**src/rtl/layer_sequencer.sv**
```systemverilog
`default_nettype none
// ============================================================================
// Module   : layer_sequencer
// Purpose  : Sequences one fully-connected layer pass. For each neuron n it
//            streams NUM_INPUTS (weight, input) pairs from external
//            synchronous-read memories, accumulates the products with signed
//            32-bit saturation, adds the neuron's bias (again saturating),
//            applies ReLU and emits the value with a one-cycle strobe.
// Ports    : clk, rst        - clock, synchronous active-high reset
//            start           - begin a layer pass (sampled in IDLE only)
//            busy, done      - pass in progress / one-cycle end-of-pass pulse
//            w_addr, w_data  - weight memory (data one cycle after address)
//            x_addr, x_data  - input vector memory (same latency)
//            b_addr, b_data  - bias memory (same latency)
//            result_valid    - strobe qualifying result / result_idx
//            result_idx      - neuron index of the emitted result
//            result          - ReLU(sat(sum + bias))
// Revision : 1.0 - initial release
// ============================================================================
module layer_sequencer #(
    parameter int NUM_INPUTS  = 784,
    parameter int NUM_NEURONS = 50
) (
    input  logic        clk,
    input  logic        rst,
    input  logic        start,
    output logic        busy,
    output logic        done,
    output logic [31:0] w_addr,
    input  logic [31:0] w_data,
    output logic [31:0] x_addr,
    input  logic [31:0] x_data,
    output logic [31:0] b_addr,
    input  logic [31:0] b_data,
    output logic        result_valid,
    output logic [31:0] result_idx,
    output logic [31:0] result
);

    typedef enum logic [2:0] {
        IDLE  = 3'd0,
        FETCH = 3'd1,
        DRAIN = 3'd2,
        BIAS  = 3'd3,
        OUT   = 3'd4,
        DONE  = 3'd5
    } state_t;

    localparam logic [31:0] LAST_INPUT  = 32'(NUM_INPUTS - 1);
    localparam logic [31:0] LAST_NEURON = 32'(NUM_NEURONS - 1);

    state_t      state;
    logic [31:0] n;
    logic [31:0] i;
    logic [31:0] acc;
    // High in the cycle where memory data for an issued FETCH address is
    // present, so exactly NUM_INPUTS products reach the accumulator.
    logic        prod_valid;

    logic [31:0] product;
    logic [31:0] acc_next;
    logic [31:0] biased;

    // Signed saturating 32-bit add: overflow is detected on a 33-bit sum
    // whose top two bits disagree.
    function automatic logic [31:0] sat_add(input logic [31:0] a, input logic [31:0] b);
        logic [32:0] s;
        s = {a[31], a} + {b[31], b};
        if (s[32] != s[31])
            sat_add = s[32] ? 32'h8000_0000 : 32'h7FFF_FFFF;
        else
            sat_add = s[31:0];
    endfunction

    always_comb begin
        // Low 32 bits of a product are identical for signed and unsigned
        // operands, so a plain 32-bit multiply is sufficient.
        product  = w_data * x_data;
        acc_next = sat_add(acc, product);
        biased   = sat_add(acc, b_data);
    end

    always_ff @(posedge clk) begin
        if (rst) begin
            state        <= IDLE;
            n            <= 32'd0;
            i            <= 32'd0;
            acc          <= 32'd0;
            prod_valid   <= 1'b0;
            busy         <= 1'b0;
            done         <= 1'b0;
            result_valid <= 1'b0;
            result       <= 32'd0;
            result_idx   <= 32'd0;
            w_addr       <= 32'd0;
            x_addr       <= 32'd0;
            b_addr       <= 32'd0;
        end else begin
            prod_valid   <= (state == FETCH);
            result_valid <= 1'b0;
            done         <= 1'b0;

            if (prod_valid)
                acc <= acc_next;

            case (state)
                IDLE: begin
                    if (start) begin
                        n      <= 32'd0;
                        i      <= 32'd0;
                        acc    <= 32'd0;
                        w_addr <= 32'd0;
                        x_addr <= 32'd0;
                        busy   <= 1'b1;
                        state  <= FETCH;
                    end
                end
                FETCH: begin
                    if (i == LAST_INPUT) begin
                        b_addr <= n;
                        state  <= DRAIN;
                    end else begin
                        i      <= i + 32'd1;
                        w_addr <= w_addr + 32'd1;
                        x_addr <= x_addr + 32'd1;
                    end
                end
                DRAIN: begin
                    // Final product is accumulated via prod_valid this edge.
                    state <= BIAS;
                end
                BIAS: begin
                    result       <= biased[31] ? 32'd0 : biased;
                    result_idx   <= n;
                    result_valid <= 1'b1;
                    state        <= OUT;
                end
                OUT: begin
                    if (n == LAST_NEURON) begin
                        done  <= 1'b1;
                        state <= DONE;
                    end else begin
                        n      <= n + 32'd1;
                        i      <= 32'd0;
                        acc    <= 32'd0;
                        // Weight rows are contiguous: next row starts right
                        // after the last address issued.
                        w_addr <= w_addr + 32'd1;
                        x_addr <= 32'd0;
                        state  <= FETCH;
                    end
                end
                DONE: begin
                    busy  <= 1'b0;
                    state <= IDLE;
                end
                default: begin
                    busy  <= 1'b0;
                    state <= IDLE;
                end
            endcase
        end
    end

endmodule
`default_nettype wire

```
**config.mk**
```make
export PLATFORM = sky130hd
export DESIGN_NAME = layer_sequencer
export DESIGN_NICKNAME = d
export VERILOG_FILES = /design/src/rtl/layer_sequencer.sv
export SDC_FILE = /design/constraint.sdc
export NUM_CORES = 2
export LEC_CHECK = 0
export ABC_AREA = 1
export CAP_MARGIN = 20
export CORE_MARGIN = 2
export CORE_UTILIZATION = 45
export CTS_BUF_LIST = sky130_fd_sc_hd__clkbuf_8
export CTS_CLUSTER_DIAMETER = 150
export CTS_CLUSTER_SIZE = 16
export DETAILED_ROUTE_END_ITERATION = 7
export PLACE_DENSITY = 0.63
export SLEW_MARGIN = 0
export SYNTH_ARGS = -nofsm -noshare
export SYNTH_HDL_FRONTEND = slang
export SYNTH_SLANG_ARGS = --single-unit
```
**constraint.sdc**
```tcl
create_clock -name clk -period 9.9 [get_ports clk]
set_clock_uncertainty 0.1 [all_clocks]
set_input_delay 0.99 -clock clk [delete_from_list [all_inputs] [get_ports clk]]
set_output_delay 0.99 -clock clk [all_outputs]
set_load 0.005 [all_outputs]
```
== Word-level counts from Yosys, hierarchy flattened ==
Index checks and enable logic that the tools add are counted.

* Register bits after elaboration: 263
* Input bits: 99
* Output and inout bits: 163
* Logic and storage cells: 72

* $add $sub $neg: 6
* $mul: 1
* Equal/unequal tests: 12
* Multiplexer cells: 28
* Bitwise logic cells: 2
* Reductions and logical operators: 10

{| class="wikitable"
|+ Operator list
! operator !! number
|-
| 2-to-1 mux 32 bit || 14
|-
| one-hot mux 32 bit (3 select lines) || 3
|-
| adder 32 x 1 -> 32 bit, second input constant || 4
|-
| one-hot mux 32 bit (2 select lines) || 2
|-
| adder 32 x 32 -> 33 bit || 2
|-
| equality test 32 x 10 -> 1 bit, second input constant || 1
|-
| equality test 32 x 6 -> 1 bit, second input constant || 1
|-
| multiplier 32 x 32 -> 32 bit || 1
|-
| 2-to-1 mux 31 bit || 1
|-
| one-hot mux 3 bit (5 select lines) || 1
|-
| 2-to-1 mux 3 bit || 3
|-
| equality test 3 x 2 -> 1 bit, second input constant || 2
|-
| inequality test 2 bit, second input constant || 3
|-
| AND reduction 2 bit || 3
|-
| AND reduction 4 bit || 1
|-
| OR reduction 4 bit || 1
|-
| equality test 3 x 1 -> 1 bit, second input constant || 1
|-
| equality test 3 bit, second input constant || 1
|-
| logical NOT 3 bit || 1
|-
| 2-to-1 mux 1 bit || 3
|-
| AND reduction 3 bit || 1
|-
| nonzero test 3 bit || 1
|-
| inequality test 1 bit || 2
|-
| inequality test 2 x 1 -> 1 bit, second input constant || 1
|-
| other kinds (4) || 5
|}

== Longest topological paths before layout ==
* Depth after elaboration: 7
* Depth in mapped cells: 44
* Gate-level depth less buffers: 41

== Worst setup path before layout ==
Ideal clock, no wire load.

* Path type: input port to flip-flop
* Start point: input x_data[3]
* End point: register acc[0]
* Setup time: 0.131 ns
* Data arrival time: 8.493 ns
* Data required time: 9.669 ns
* Setup slack: 1.176 ns
* Stages: 37
* Buffers on the path: 2
* Cells stage by stage: clkbuf_1 buf_1 nand2_1 inv_1 fa_1 inv_1 fa_1 fa_1 fa_1 inv_1 fa_1 inv_1 fa_1 inv_1 fa_1 fa_1 ha_1 nand2_1 nor4_1 o21ai_0 nand3_1 a21oi_1 o21ai_0 xor2_1 ha_1 nand2_1 nand2_1 nand2_1 nand2_1 a21oi_1 o21ai_0 a21oi_1 nand2_1 nand2_1 nand2_2 a21boi_0 a21oi_1

* Word-level cells in the longest chain between the ends: 7
* Elaborated cells on any way between the ends: 9
* Those cells by class: add/sub: 1; mul: 1; eq/ne: 1; mux: 6

{| class="wikitable"
|+ RTL lines
! item !! line !! RTL
|-
| start, declared || 32 || <nowiki>input logic [31:0] x_data,</nowiki>
|-
| multiplier 32 x 32 -> 32 bit * || 78 || <nowiki>product = w_data * x_data;</nowiki>
|-
| adder 32 x 32 -> 33 bit * || 68 || <nowiki>s = {a[31], a} + {b[31], b};</nowiki>
|-
| 2-to-1 mux 32 bit / inequality test 1 bit (equally long branches) || 70, 69 ||
|-
| 2-to-1 mux 32 bit * || 69 || <nowiki>if (s[32] != s[31])</nowiki>
|-
| 2-to-1 mux 32 bit * || 103 || <nowiki>if (prod_valid)</nowiki>
|-
| 2-to-1 mux 32 bit, on equally long branches || 139, 108 ||
|-
| one-hot mux 32 bit (2 select lines) * || 106 || <nowiki>case (state)</nowiki>
|-
| end signal, assigned || 104 || <nowiki>acc <= acc_next;</nowiki>
|-
| end, declared || 55 || <nowiki>logic [31:0] acc;</nowiki>
|}

Every way passes the cells marked *; elsewhere a longest branch is shown, timed or not.
A chain may end at the register's enable or synchronous reset.

== Worst setup path after layout ==
* Start point: input w_data[6]
* End point: register acc[24]

* Word-level cells in the longest chain between the ends: 7
* Elaborated cells on any way between the ends: 9
* Those cells by class: add/sub: 1; mul: 1; eq/ne: 1; mux: 6

{| class="wikitable"
|+ RTL lines
! item !! line !! RTL
|-
| start, declared || 30 || <nowiki>input logic [31:0] w_data,</nowiki>
|-
| multiplier 32 x 32 -> 32 bit * || 78 ||
|-
| adder 32 x 32 -> 33 bit * || 68 ||
|-
| 2-to-1 mux 32 bit / inequality test 1 bit (equally long branches) || 70, 69 ||
|-
| 2-to-1 mux 32 bit * || 69 ||
|-
| 2-to-1 mux 32 bit * || 103 ||
|-
| 2-to-1 mux 32 bit, on equally long branches || 139, 108 ||
|-
| one-hot mux 32 bit (2 select lines) * || 106 ||
|}

Marks and branches as above.

==> results.md <==
* Worst path slowest cell: clkdlybuf4s50_1
* Synth area leaders: fa_1, dfxtp_1, nand2_1
* Initial Util at a little under half
* WS Path Type: input pin to flop
* Initial antenna violation count at 1
* Highest routed layer: met4
* Wire length on met3 at 4250 um
* Dpl ws at -0.0389 ns
* Syn_nets at 5520
* Clock period minus worst slack at 9.37 ns
* Tightest Pin Transition at around 1.1 ns
* Synthesis-to-layout area growth at 12.0%
* First-pass GRT wire length at 160000 um
* Final nets at 5689
* Ys async rst share at 0%
* Seq cells post-synth at roughly 260
* Worst min path class: flop to flop
* Compound-Gate Fraction of Synth Area at 9.38%
* Starting DRT DRC Count at between 2000 and 2500
* Commonest cells after routing, fill and taps aside: nand2_1, inv_1, fa_1
* Unique masters post-synth at 55
* F_max at between 0.1 and 0.15 GHz
* Number of global-route vias before repair at ~30000
* Worst Path Arrival at ~9.7 ns
* Startpoint types: input pin
* Largest net degree at the start of global routing at 97
* Setup Fix Bufs, Post-CTS at 0
* Maxcap violations at 0
* Hold-fix buffers at CTS at 0
* Cell taking the most area after synthesis: fa_1
* Yosys warning count at 0
* Critical path's most frequent cell: fa_1
* Post-synth EDFFs at 0
* Final Cycle Share at a little over nine tenths
* Commonest non-fill, non-tap cell in the layout: nand2_1
* Layout cell share with drive strength beyond 1 at slightly above 3%
* CTS tree: built
* Die width at 276 um
* CP Max Fanout at 27
* Clock Pin Slew Worst Setup and Hold Paths at around 0.1 ns
* Status: complete, no violations
* FP Rows at 99
* Port Buffers at between 200 and 300
* DRT Wirelength at roughly 99000 um
* Fin util at 51.0%
* Hold Worst Slack at 0.373 ns
* Die height at around 280 um
* Reg2reg setup slack at 5.46 ns
* Root Buffer: clkbuf_8
* Fillers at between 7000 and 8000
* Antenna Nets Post-Route at 0
* I/O Pins at ~260
* Largest family of logic cells by synthesized area: adder cells
* Met2 WL at about 45000 um
* Slew HR at 25.7%
* CP endpoint kind: flop
* Routed vias/inst at ~5.1
* CTS Buffer Depth at 3
* Core Area at approximately 73000 sq um
* Mux cell area share after synthesis at 0%
* Post-Synthesis Mean Instance Area at 6.93 sq um
* Total gr overflow at 0
* CTS Buf Count at 20
* Metal1 wirelength at 46500 um
* Yosys top cell area share at between 20% and 30%
* Cell count after synthesis at about 4800
* Unrepaired setup endpoints after global routing: no
* Final setup viols at 0
* Post-synthesis simple-gate area fraction at approximately 25%
* Post-DP HPWL at a little over 80000 um
* Final Max Tran Viols at 0
* Xor/xnor cell area share of the yosys netlist at between 3 and 4%
* 1st-pass router iterations at 5
* Routability-driven placement congestion ratio at between 0.9 and 1
* Critical Path RT at roughly 10 ns
* Primary FF master, synth: dfxtp_1
* Sequential element share of the synthesized area at between 15 and 20%
* Post-cts resize count at 0
* Hold Vio Cnt, Final at 0
* Clk_lat worst skew at 0.59 ns
* GRT Total Usage at around 26%
* Slowest stage delay, CP at 0.97 ns
* DR DRC count at 0
* Synth Area in Adders at 31.9%
* Cell Area, Synth at about 33000 sq um
* H-tree depth reported by CTS at 1
* Die area at 76300 sq um
* Sum Neg Setup Slack at 0 ns
* Via count at 30442
* Clock Sinks at around 260
* WL/cell at between 15 and 20 um
* Final setup margin at around 0.53 ns
## through the flow
step,cells,area (sq um)
CTS,5943,37300
global placement,5921,37000
finish,5946,37400
detailed placement,5921,37000
floorplan,4817,33400
global route,5946,37400
## synthesized netlist by cell type (all sizes together), types with 7 or more instances
cell / number
nand2: 1324
inv: 1012
fa: 410
a21oi: 338
dfxtp: 262
nor2: 235
ha: 194
nand3: 183
o21ai: 175
clkbuf: 142
nor3: 117
xor2: 84
nand4: 61
buf: 56
xnor2: 56
nor4: 40
o21bai: 25
nand3b: 23
a21boi: 13
or2: 12
nor3b: 10
a31oi: 8
a21o: 7
o21a: 7
## flip-flops by register name, indices dropped and copies added, names as in the netlist
signal	cells
state	3
x_addr	32
result_idx	32
result_valid	1
busy	1
n	32
i	32
acc	32
w_addr	32
done	1
result	31
b_addr	32
prod_valid	1
## path summary, 6_finish.rpt
kind                          startpoint  cells after the start                     end
setup / recovery               w_data[6]                     32      acc[24]$_SDFF_PP0_
hold / removal    result[8]$_SDFFE_PP0P_                      2  result[8]$_SDFFE_PP0P_
setup reg to reg   state[2]$_SDFFE_PP0P_                     13  x_addr[3]$_SDFFE_PP0P_
hold reg to reg   result[8]$_SDFFE_PP0P_                      2  result[8]$_SDFFE_PP0P_
## layer usage
layer  up-vias  global-route usage [%]
met5         -                       0
met4         0                    6.94
met3       130                    1.77
met2       780                    42.4
met1     14496                    36.3
li1      15036                       -
## kinds of logic (layout without fill, tap and decap cells)
kind of cell    after synthesis  after routing
buf+inv                    1213           1382
flops                       262            262
xor+xnor                    140            140
fa+ha+maj                   604            604
simple gates               2010           2010
other cells                   1              2
compound gates              587            587
## critical path: cells and delay by family
family,cells,cell delay (ns)
AO/OA/AOI/OAI,6,0.94
XOR/XNOR,1,0.18
adder cells (fa/ha/maj),10,4.56
buffers and inverters,6,1.63
AND/OR/NAND/NOR,9,1.34
## final cells by class
class / instances / area [sq um] / share of cell area [%]
Tap cell: 959 / 1200 / 3.21
Sequential cell: 262 / 5250 / 14.0
Antenna cell: 1 / 2.50 / 0.00670
Multi-Input combinational cell: 3342 / 23500 / 62.8
Inverter: 1015 / 3810 / 10.2
Clock inverter: 1 / 11.3 / 0.0301
Clock buffer: 21 / 289 / 0.774
Timing Repair Buffer: 345 / 3330 / 8.92
Power is not shown: default switching activity piles up to over one toggle a cycle in this logic, so the estimate is an artifact.
